**src/rtl/aes_key_schedule_ctrl.sv**
```systemverilog
// -----------------------------------------------------------------------------
// aes_key_schedule_ctrl
//
// Sequencer for the AES-128 key expansion datapath. The cipher key arrives
// byte-serially (MSB first). Round keys 0..NR are produced one round at a
// time. A single external byte-wide S-box port is shared across the four
// SubWord lookups of each round. Each round key is offered to the round
// datapath over a valid/ready handshake.
//
// Optional feature macro: KEY_SCHED_STORE_EN
//   When defined, every round key is also written into an internal store at
//   its handshake. A replay pulse in IDLE, after a completed key, re-emits
//   the stored keys. The order is forward (0..NR) or reverse (NR..0), and no
//   S-box lookups are made. Loading a new key or reset invalidates the store.
//
// Ports:
//   clk             clock, rising edge
//   rst             synchronous active-high reset
//   key_byte_valid  key byte present
//   key_byte[7:0]   key byte; first accepted byte lands in key[127:120]
//   key_byte_ready  block can accept a key byte (IDLE/LOAD)
//   rk_valid        rk_data/rk_round valid
//   rk_ready        consumer accepts the round key
//   rk_data[127:0]  current round key
//   rk_round[3:0]   index of the round key, 0..NR
//   busy            high in every state except IDLE
//   done            one-cycle pulse after round key NR is accepted
//   replay          (KEY_SCHED_STORE_EN only) start replay from IDLE
//   replay_rev      (KEY_SCHED_STORE_EN only) replay order NR..0 when high
//   sbox_in[7:0]    S-box lookup byte (0 outside SUB)
//   sbox_out[7:0]   S-box result, combinational from sbox_in
// -----------------------------------------------------------------------------
module aes_key_schedule_ctrl #(
    parameter int NR = 10
) (
    input  logic         clk,
    input  logic         rst,
    input  logic         key_byte_valid,
    input  logic [7:0]   key_byte,
    output logic         key_byte_ready,
    output logic         rk_valid,
    input  logic         rk_ready,
    output logic [127:0] rk_data,
    output logic [3:0]   rk_round,
    output logic         busy,
    output logic         done,
`ifdef KEY_SCHED_STORE_EN
    input  logic         replay,
    input  logic         replay_rev,
`endif
    output logic [7:0]   sbox_in,
    input  logic [7:0]   sbox_out
);

    localparam logic [3:0] LAST_ROUND = 4'(NR);

    typedef enum logic [2:0] {
        IDLE,
        LOAD,
        EMIT,
        SUB,
        XOR,
`ifdef KEY_SCHED_STORE_EN
        RPLY,
`endif
        FIN
    } state_t;

    state_t         state;
    state_t         state_n;

    logic [127:0]   key_q;
    logic [3:0]     byte_cnt;
    logic [1:0]     sub_idx;
    logic [31:0]    temp_q;
    logic [7:0]     rcon_q;
    logic [3:0]     round_q;

    logic [31:0]    rot_word;
    logic [31:0]    temp_rc;
    logic [31:0]    w0_n;
    logic [31:0]    w1_n;
    logic [31:0]    w2_n;
    logic [31:0]    w3_n;
    logic [7:0]     rcon_next;

`ifdef KEY_SCHED_STORE_EN
    logic [127:0]   store [0:NR];
    logic           store_valid;
    logic           rev_q;
    logic           replay_last;
`endif

    // RotWord of w3 = key[31:0]: bytes w3[23:16], w3[15:8], w3[7:0], w3[31:24].
    assign rot_word  = {key_q[23:0], key_q[31:24]};

    // Next round key words; each word chains off the freshly computed previous one.
    assign temp_rc   = temp_q ^ {rcon_q, 24'h0};
    assign w0_n      = key_q[127:96] ^ temp_rc;
    assign w1_n      = key_q[95:64]  ^ w0_n;
    assign w2_n      = key_q[63:32]  ^ w1_n;
    assign w3_n      = key_q[31:0]   ^ w2_n;

    // xtime in GF(2^8): 8'h80 wraps to 8'h1b.
    assign rcon_next = {rcon_q[6:0], 1'b0} ^ (rcon_q[7] ? 8'h1b : 8'h00);

    assign rk_round  = round_q;

`ifdef KEY_SCHED_STORE_EN
    assign replay_last = rev_q ? (round_q == 4'd0) : (round_q == LAST_ROUND);
    assign rk_data     = (state == RPLY) ? store[round_q] : key_q;
`else
    assign rk_data     = key_q;
`endif

    // State register.
    always_ff @(posedge clk) begin
        // NOTE: clocked state is written with non-blocking assignments so every
        // register samples pre-edge values, independent of block ordering.
        if (rst) begin
            state <= IDLE;
        end else begin
            state <= state_n;
        end
    end

    // Next-state and output decode.
    always_comb begin
        // NOTE: every output gets a default before the case so no path leaves a
        // signal unassigned, which would otherwise infer a latch.
        state_n        = state;
        key_byte_ready = 1'b0;
        rk_valid       = 1'b0;
        busy           = 1'b1;
        done           = 1'b0;
        sbox_in        = 8'h00;

        case (state)
            IDLE: begin
                busy           = 1'b0;
                key_byte_ready = 1'b1;
                if (key_byte_valid) begin
                    state_n = LOAD;
                end
`ifdef KEY_SCHED_STORE_EN
                else if (replay && store_valid) begin
                    state_n = RPLY;
                end
`endif
            end
            LOAD: begin
                key_byte_ready = 1'b1;
                if (key_byte_valid && byte_cnt == 4'd15) begin
                    state_n = EMIT;
                end
            end
            EMIT: begin
                rk_valid = 1'b1;
                if (rk_ready) begin
                    state_n = (round_q == LAST_ROUND) ? FIN : SUB;
                end
            end
            SUB: begin
                case (sub_idx)
                    2'd0:    sbox_in = rot_word[31:24];
                    2'd1:    sbox_in = rot_word[23:16];
                    2'd2:    sbox_in = rot_word[15:8];
                    default: sbox_in = rot_word[7:0];
                endcase
                if (sub_idx == 2'd3) begin
                    state_n = XOR;
                end
            end
            XOR: begin
                state_n = EMIT;
            end
`ifdef KEY_SCHED_STORE_EN
            RPLY: begin
                rk_valid = 1'b1;
                if (rk_ready && replay_last) begin
                    state_n = FIN;
                end
            end
`endif
            FIN: begin
                done    = 1'b1;
                state_n = IDLE;
            end
            default: begin
                state_n = IDLE;
            end
        endcase
    end

    // Key, counters and round constant.
    always_ff @(posedge clk) begin
        if (rst) begin
            key_q    <= '0;
            byte_cnt <= 4'd0;
            sub_idx  <= 2'd0;
            temp_q   <= '0;
            rcon_q   <= 8'h01;
            round_q  <= 4'd0;
        end else begin
            case (state)
                IDLE, LOAD: begin
                    if (key_byte_valid) begin
                        key_q    <= {key_q[119:0], key_byte};
                        // Wraps to 0 on the 16th byte, ready for the next key.
                        byte_cnt <= byte_cnt + 4'd1;
                        if (byte_cnt == 4'd15) begin
                            round_q <= 4'd0;
                            rcon_q  <= 8'h01;
                        end
                    end
`ifdef KEY_SCHED_STORE_EN
                    else if (state == IDLE && replay && store_valid) begin
                        round_q <= replay_rev ? LAST_ROUND : 4'd0;
                    end
`endif
                end
                SUB: begin
                    // Shifting in keeps lookup 0 in the top byte after four cycles.
                    temp_q  <= {temp_q[23:0], sbox_out};
                    sub_idx <= sub_idx + 2'd1;
                end
                XOR: begin
                    key_q   <= {w0_n, w1_n, w2_n, w3_n};
                    round_q <= round_q + 4'd1;
                    rcon_q  <= rcon_next;
                end
`ifdef KEY_SCHED_STORE_EN
                RPLY: begin
                    if (rk_ready && !replay_last) begin
                        round_q <= rev_q ? (round_q - 4'd1) : (round_q + 4'd1);
                    end
                end
`endif
                default: ;
            endcase
        end
    end

`ifdef KEY_SCHED_STORE_EN
    // NOTE: the key store has no reset; store_valid alone decides whether its
    // contents may be replayed, which keeps the array a plain memory.
    always_ff @(posedge clk) begin
        if (state == EMIT && rk_ready) begin
            store[round_q] <= key_q;
        end
    end

    always_ff @(posedge clk) begin
        if (rst) begin
            store_valid <= 1'b0;
            rev_q       <= 1'b0;
        end else begin
            if (key_byte_valid && key_byte_ready) begin
                store_valid <= 1'b0;
            end else if (state == EMIT && rk_ready && round_q == LAST_ROUND) begin
                store_valid <= 1'b1;
            end
            if (state == IDLE && !key_byte_valid && replay && store_valid) begin
                rev_q <= replay_rev;
            end
        end
    end
`endif

endmodule
```
**config.mk**
```make
export PLATFORM = sky130hd
export DESIGN_NAME = aes_key_schedule_ctrl
export DESIGN_NICKNAME = d
export VERILOG_FILES = /design/src/rtl/aes_key_schedule_ctrl.sv
export SDC_FILE = /design/constraint.sdc
export NUM_CORES = 1
export LEC_CHECK = 0
export ABC_CLOCK_PERIOD_IN_PS = 1700
export CORE_ASPECT_RATIO = 1.1
export CORE_MARGIN = 4
export CORE_UTILIZATION = 40
export CTS_CLUSTER_DIAMETER = 120
export DETAILED_ROUTE_END_ITERATION = 8
export PLACE_DENSITY = 0.64
export SYNTH_ARGS = -nofsm -noshare
export SYNTH_HDL_FRONTEND = slang
export SYNTH_SLANG_ARGS = --single-unit
```
**constraint.sdc**
```tcl
create_clock -name clk -period 1.7 [get_ports clk]
set_clock_uncertainty 0.1 [all_clocks]
set_input_delay 0.34 -clock clk [delete_from_list [all_inputs] [get_ports clk]]
set_output_delay 0.34 -clock clk [all_outputs]
set_load 0.01 [all_outputs]
```
==> results.yml, run 1 <==
outcome:
  status: "finished, violations left"
  violations: "setup timing"
drt:
  vias: 10150
  drt-initial-drc-count: 856
  vias_per_cell: 5.824
  routed_wirelength_um: 39520
  final_antenna_net_count: 0
  drc: 0
  firstDrtPassIters: 6
  wl_per_cell_um: 22.68
worst_setup_path:
  worstPathRequired_ns: 1.26
  end_kind: "output port"
  cp_cell_sequence: "buf_6 > ha_4 > a222oi_1 > nor2_1 > a21oi_2 > nor2_2 > buf_2"
  max_stage_delay_ns: 0.34
  path_buf_inv: 2
  cp_max_fo: 8
  cp-start-kind: "flop"
  worstSetupPathType: "flop to output port"
  cp_top_family: "compound AO/OA/AOI/OAI gates"
  cp.arrival_ns: 1.83
  cp_slowest_cell: "dfxtp_2"
synthesis:
  synthAdderAreaFrac_pct: 0.9618
  synth_common_cells: "dfxtp_1 (181), nor2_1 (141), nand2_1 (137), xnor2_1 (92), a21oi_1 (84)"
  synth-simple-area-share_pct: 21.35
  synth-seq-cells: 181
  async_reset_ff_share_pct: 0
  synth_fp_nets: 1107
  synth_mux_area_share_pct: 0
  synth_cell_types: 41
  yosysSeqAreaShare_pct: 39.79
  synth-compound-area-share_pct: 19.88
  synth-edff-count: 0
  postSynthCellCount: 1080
  synth_top_area_share_pct: 39.79
  synth_most_common_cell: "dfxtp_1"
  synth_xor_area_share_pct: 13.12
  synthFlopType: "dfxtp_1"
  synthTopCellsByArea: "dfxtp_1 (40%), xnor2_1 (8.8%), nor2_1 (5.8%)"
  synth.largest_area_cell: "dfxtp_1"
  synth_top_family_by_area: "simple AND/OR/NAND/NOR gates"
  netlist_area_um2: 9106
  synth.avg_cell_area_um2: 8.432
  ys_warn_count: 0
clock_tree:
  htree_levels: 4
  insertion_delay_ns: 0.44
  cts_buffer_depth: 2
  cts_sinks: 181
  path_clk_slew_ns: 0.08
  postCtsHoldBufs: 0
  cts_root_buffer: "clkbuf_16"
  cts_inserted_buffers: 17
  tritoncts: "done"
grt:
  grt_pass1_vias: 9314
  gr-total-overflow: 0
  antenna_found_initial: 0
  grt_max_degree: 57
  track_usage_pct: 25.62
  grt_pass1_wl_um: 52890
placed_design:
  dpl.hpwl_um: 20670
  dp.cells: 1636
  placed_cell_area_um2: 12290
  gp_congestion: 0.8384
  portBuffers: 163
sta:
  period_needed_ns: 2.269
  setup_violations: 147
  post-route-period-util_pct: 133.5
  setup_slack_ns: -0.5691
  drv_slew: 0
  max_slew_margin_pct: 65.21
  holdWs_ns: 0.2577
  max_freq_mhz: 440.7
  rsz0062_at_grt: "true"
  tightest_slew_ns: 0.5218
  hold_viol_final: 0
final_layout:
  layout.nets: 1461
  post-route-util_pct: 70.72
  drive_gt1_share_pct: 46.16
  stdcell_area_um2: 15740
  area_delta_synth_final_pct: 72.79
  fin_cells: 1742
  diodes: 0
die:
  die_w_um: 151.9
  core_um2: 22250
  boundaryPins: 164
  dieArea_um2: 25250
  die_h_um: 166.2
  rows: 57
  start_util_pct: 40.92
hold_path:
  holdCritPathClass: "primary input to flop"
run:
  cap_violations: 0
power:
  p_leak_nw: 6.380
  powerDensity_nw_per_um2: 637.4
  ir_worst_vdd_v: 0.0007406
metrics by stage:
| step | TNS (ns) | setup WS (ns) | total power [mW] |
|---|---|---|---|
| after floorplan | -0.04385 | -0.01186 | 4.990 |
| after global placement | -55.26 | -0.5333 | 5.502 |
| after CTS | -15.66 | -0.5955 | 9.775 |
| after detailed placement | -55.30 | -0.5466 | 5.513 |
| after global routing | -28.71 | -0.6571 | 10.28 |
| final | -22.08 | -0.5691 | 10.03 |
kinds of logic (layout without fill, tap and decap cells):
kind of cell / after synthesis / count (layout)
AOI/OAI and AO/OA: 268 / 268
xor gates and xnor gates: 133 / 133
adders and majority gates: 7 / 7
buffers and inverters: 91 / 457
DFF: 181 / 181
and+or+nand+nor: 400 / 401
layout make-up:
cell class	count	area, um2
flip-flops and latches	181	3707
multi-input cells	809	6670
repair buffers	421	4345
fillers	1558	6516
clock inverters	10	143.9
well taps	295	369.1
inverters	4	15.01
clock buffers	22	484.2
worst reg2reg max path: stages (launching register included):
cell and delay (ns):
dfxtp_2 0.33, buf_6 0.12, or3b_4 0.48, buf_12 0.18, buf_8 0.13, buf_16 0.15
buf_6 0.12, o21ai_2 0.09, nand2_1 0.06, a21oi_1 0.15
path summary, 6_finish.rpt:
check	start	to	slack, ns	cells past startpoint
max	sub_idx[1]$_SDFFE_PP0P_	sbox_in[5]	-0.57	7
min	rst	byte_cnt[2]$_SDFFE_PP0P_	0.26	2
max reg2reg	state[0]$_SDFFE_PP0P_	rk_data[62]$_SDFFE_PP0P_	-0.28	9
min reg2reg	temp_q[26]$_SDFFE_PP0P_	temp_q[26]$_SDFFE_PP0P_	0.40	2
layer usage:
metal / vias to the layer above / part of all wire [%] / global-route usage [%]
met1: 4954 / 40 / 35.21
li1: 4534 / - / -
met3: 135 / 7.3 / 5.265
met2: 523 / 48 / 41.01
met4: 0 / 4.4 / 7.115
met5: - / 0 / 0
power by group:
group          internal [mW]  switching (mW)  leakage, nW  total, mW
clock                   2.48            1.81        0.299       4.29
combinational          0.616           0.674         4.58       1.29
sequential              4.34           0.106         1.50       4.45
sequential cells by signal (all words and copies together) (netlist names):
| register | cells |
|---|---|
| state | 3 |
| sub_idx | 2 |
| rk_round | 4 |
| rcon_q | 8 |
| temp_q | 32 |
| byte_cnt | 4 |
| rk_data | 128 |
cell usage in the layout (no fill, tap or decap), types with 9 or more instances in the layout:
| cell | Yosys | layout |
|---|---|---|
| nor3b_4 | 0 | 14 |
| xnor2_1 | 92 | 71 |
| buf_8 | 1 | 9 |
| nor4_2 | 0 | 13 |
| buf_4 | 1 | 157 |
| xor2_2 | 0 | 17 |
| clkdlybuf4s50_1 | 0 | 17 |
| dfxtp_2 | 0 | 64 |
| nor3b_2 | 1 | 9 |
| dfxtp_1 | 181 | 116 |
| buf_6 | 8 | 43 |
| a21oi_2 | 0 | 26 |
| nand2_1 | 137 | 129 |
| nor2_4 | 22 | 27 |
| a211oi_2 | 0 | 14 |
| a21oi_1 | 84 | 58 |
| and3_4 | 0 | 15 |
| o21ai_4 | 0 | 9 |
| xor2_1 | 39 | 22 |
| a211oi_1 | 48 | 34 |
| nor2_2 | 0 | 13 |
| xnor2_2 | 0 | 21 |
| buf_2 | 23 | 11 |
| a221oi_2 | 0 | 44 |
| o21ai_2 | 0 | 31 |
| nor4_1 | 24 | 10 |
| and3_1 | 25 | 10 |
| clkdlybuf4s15_1 | 0 | 12 |
| nor2_1 | 141 | 123 |
| buf_12 | 0 | 29 |
| clkbuf_16 | 0 | 27 |
| dlygate4sd2_1 | 0 | 114 |
| buf_16 | 0 | 12 |
repair_timing:
action	CTS	global route
gates cloned	18	14
gates resized for setup	443	258
setup endpoints to repair	257	204
buffers inserted	30	25
pin swaps	184	142
Power figures use the tool's default switching activity.
==> run 2, diff against run 1 <==
--- a/config.mk
+++ b/config.mk
@@ -8,9 +8,9 @@
 export ABC_CLOCK_PERIOD_IN_PS = 1700
 export CORE_ASPECT_RATIO = 1.1
-export CORE_MARGIN = 4
 export CORE_UTILIZATION = 40
 export CTS_CLUSTER_DIAMETER = 120
 export DETAILED_ROUTE_END_ITERATION = 8
 export PLACE_DENSITY = 0.64
+export SLEW_MARGIN = 20
 export SYNTH_ARGS = -nofsm -noshare
 export SYNTH_HDL_FRONTEND = slang
==> constraint.sdc (replaced) <==
create_clock -name clk -period 1.7 [get_ports clk]
set_clock_uncertainty 0.1 [all_clocks]
set_input_delay 0.34 -clock clk [delete_from_list [all_inputs] [get_ports clk]]
set_output_delay 0.34 -clock clk [all_outputs]
set_load 0.05 [all_outputs]
==> run 2 against run 1 <==
Critical path type is now flop to flop. Final cell count is 2.3% higher. Fmax is 20% lower. Critical path depth is 2 lower. First-iteration DRC count is 51% higher. Via count is 15% higher. Routed wire length is 37% higher. Worst setup slack worse by 0.56 ns. Die area is 7.4% lower. The run still ends with setup timing left. Cell area is 18% higher. Non-clock buffer count is 40 higher.
==> results.yml, run 2 (synthesized netlist as in run 1, its figures left out) <==
clock_tree:
  cts_root_buffer: "clkbuf_16"
  tritoncts: "done"
  cts_inserted_buffers: 17
  cts_sinks: 181
  htree_levels: 4
  path_clk_slew_ns: 0.08
  cts_buffer_depth: 2
  insertion_delay_ns: 0.47
  postCtsHoldBufs: 0
worst_setup_path:
  r2r_cells: 5
  cp-start-kind: "flop"
  rr_endpoint: "rk_data[17]$_SDFFE_PP0P_"
  worstPathRequired_ns: 1.89
  worstSetupPathType: "flop to flop"
  timing.rr.start: "temp_q[17]$_SDFFE_PP0P_"
  end_kind: "flop"
  crit_end: "rk_data[17]$_SDFFE_PP0P_"
  crit_start: "temp_q[17]$_SDFFE_PP0P_"
  rrSetupSlack_ns: -1.13
  cp_max_fo: 2
  cp.arrival_ns: 3.03
final_layout:
  diodes: 0
  drive_gt1_share_pct: 60.05
  post-route-util_pct: 83.98
  final_cell_mix: "buf_12 (181), buf_4 (166), dfxtp_1 (121)"
  largest_register_ffs: 128
  layout.nets: 1501
  multi_input_area_um2: 7048
  seqCellArea_um2: 3704
  fillers: 914
  final_common_cell: "buf_12"
  area_delta_synth_final_pct: 104.6
  stdcell_area_um2: 18630
  fin_cells: 1782
grt:
  antenna_found_initial: 0
  grt_pass1_wl_um: 60750
  grt_pass1_vias: 10400
  gr-total-overflow: 0
  track_usage_pct: 33.59
  grt_max_degree: 61
sta:
  setup_tns_ns: -55.74
  setup_violations: 198
  period_needed_ns: 2.834
  setup_slack_ns: -1.134
  hold_viol_final: 0
  tightest_slew_ns: 0.9900
  max_slew_margin_pct: 33.60
  post-route-period-util_pct: 166.7
  holdWs_ns: 0.1387
  max_freq_mhz: 352.9
  drv_slew: 0
  rsz0062_at_grt: "true"
power:
  ir_worst_vdd_v: 0.0008863
  powerDensity_nw_per_um2: 603.7
  p_leak_nw: 7.144
die:
  start_util_pct: 41.06
  dieArea_um2: 23370
  die_w_um: 145.9
  rows: 57
  boundaryPins: 164
  die_h_um: 160.2
  core_um2: 22180
hold_path:
  holdCritPathClass: "primary input to flop"
  hp-start: "rst"
drt:
  routed_wirelength_um: 54090
  drc: 0
  final_antenna_net_count: 0
  wl_per_cell_um: 30.36
  drt-initial-drc-count: 1292
  vias_per_cell: 6.546
  vias: 11670
  firstDrtPassIters: 8
outcome:
  status: "finished, violations left"
  violations: "setup timing"
placed_design:
  dpl.hpwl_um: 20880
  portBuffers: 163
  gp_congestion: 0.8373
  placed_cell_area_um2: 14120
  dp.cells: 1635
run:
  cap_violations: 0
## run 2: worst max-delay path, stage by stage, from the launching register on
cell      delay (ns)
dfxtp_1         0.36
xor2_1          0.46
xnor2_1         0.39
xnor2_1         0.25
a211oi_1        0.88
nor4_2          0.21
## run 2: what timing repair did
action                                 4_1_cts  5_1_grt
gates cloned                                29       22
pin swaps                                  156      122
endpoints found under the hold margin        0        0
setup endpoints to repair                  139      192
resized for setup                          275      266
setup buffers                               46       40
## run 2: metrics by stage
stage	power (mW)	setup WS, ns
floorplan	5.309	-0.1231
global placement	6.009	-0.6104
detailed placement	6.028	-0.6261
CTS	10.65	-0.6561
global route	11.39	-0.9606
finish	11.25	-1.134
## run 2: how the worst min path moves through the flow
stage / end / slack, ns / cells past startpoint
floorplan: temp_q[24]$_SDFFE_PP0P_ / 0.35 / 2
global placement: temp_q[29]$_SDFFE_PP0P_ / 0.35 / 2
detailed placement: temp_q[28]$_SDFFE_PP0P_ / 0.36 / 2
CTS: byte_cnt[1]$_SDFFE_PP0P_ / 0.12 / 2
global route: byte_cnt[1]$_SDFFE_PP0P_ / 0.14 / 2
finish: byte_cnt[1]$_SDFFE_PP0P_ / 0.14 / 2
## run 2: metal layers
metal  global-route usage (%)  routed length (um)  vias up
li1                         -                   -     4622
met1                    40.74               18620     5597
met2                    56.29               24870     1043
met3                    6.971                5960      403
met4                    16.70                4643        0
met5                        0                   0        -
## run 2: power by group
part           switching [mW]  internal [mW]  leakage (nW)
combinational            1.18           1.00          5.34
clock                    1.97           2.59         0.302
sequential              0.167           4.33          1.50
total                    3.32           7.92          7.14
## run 2: area by class of cell
| cell class | count | area share [%] |
|---|---|---|
| flip-flops and latches | 181 | 19.88 |
| multi-input cells | 809 | 37.84 |
| repair buffers | 461 | 36.74 |
| inverters | 4 | 0.1075 |
| well taps | 295 | 1.981 |
| clock buffers | 21 | 2.526 |
| clock inverters | 11 | 0.9269 |
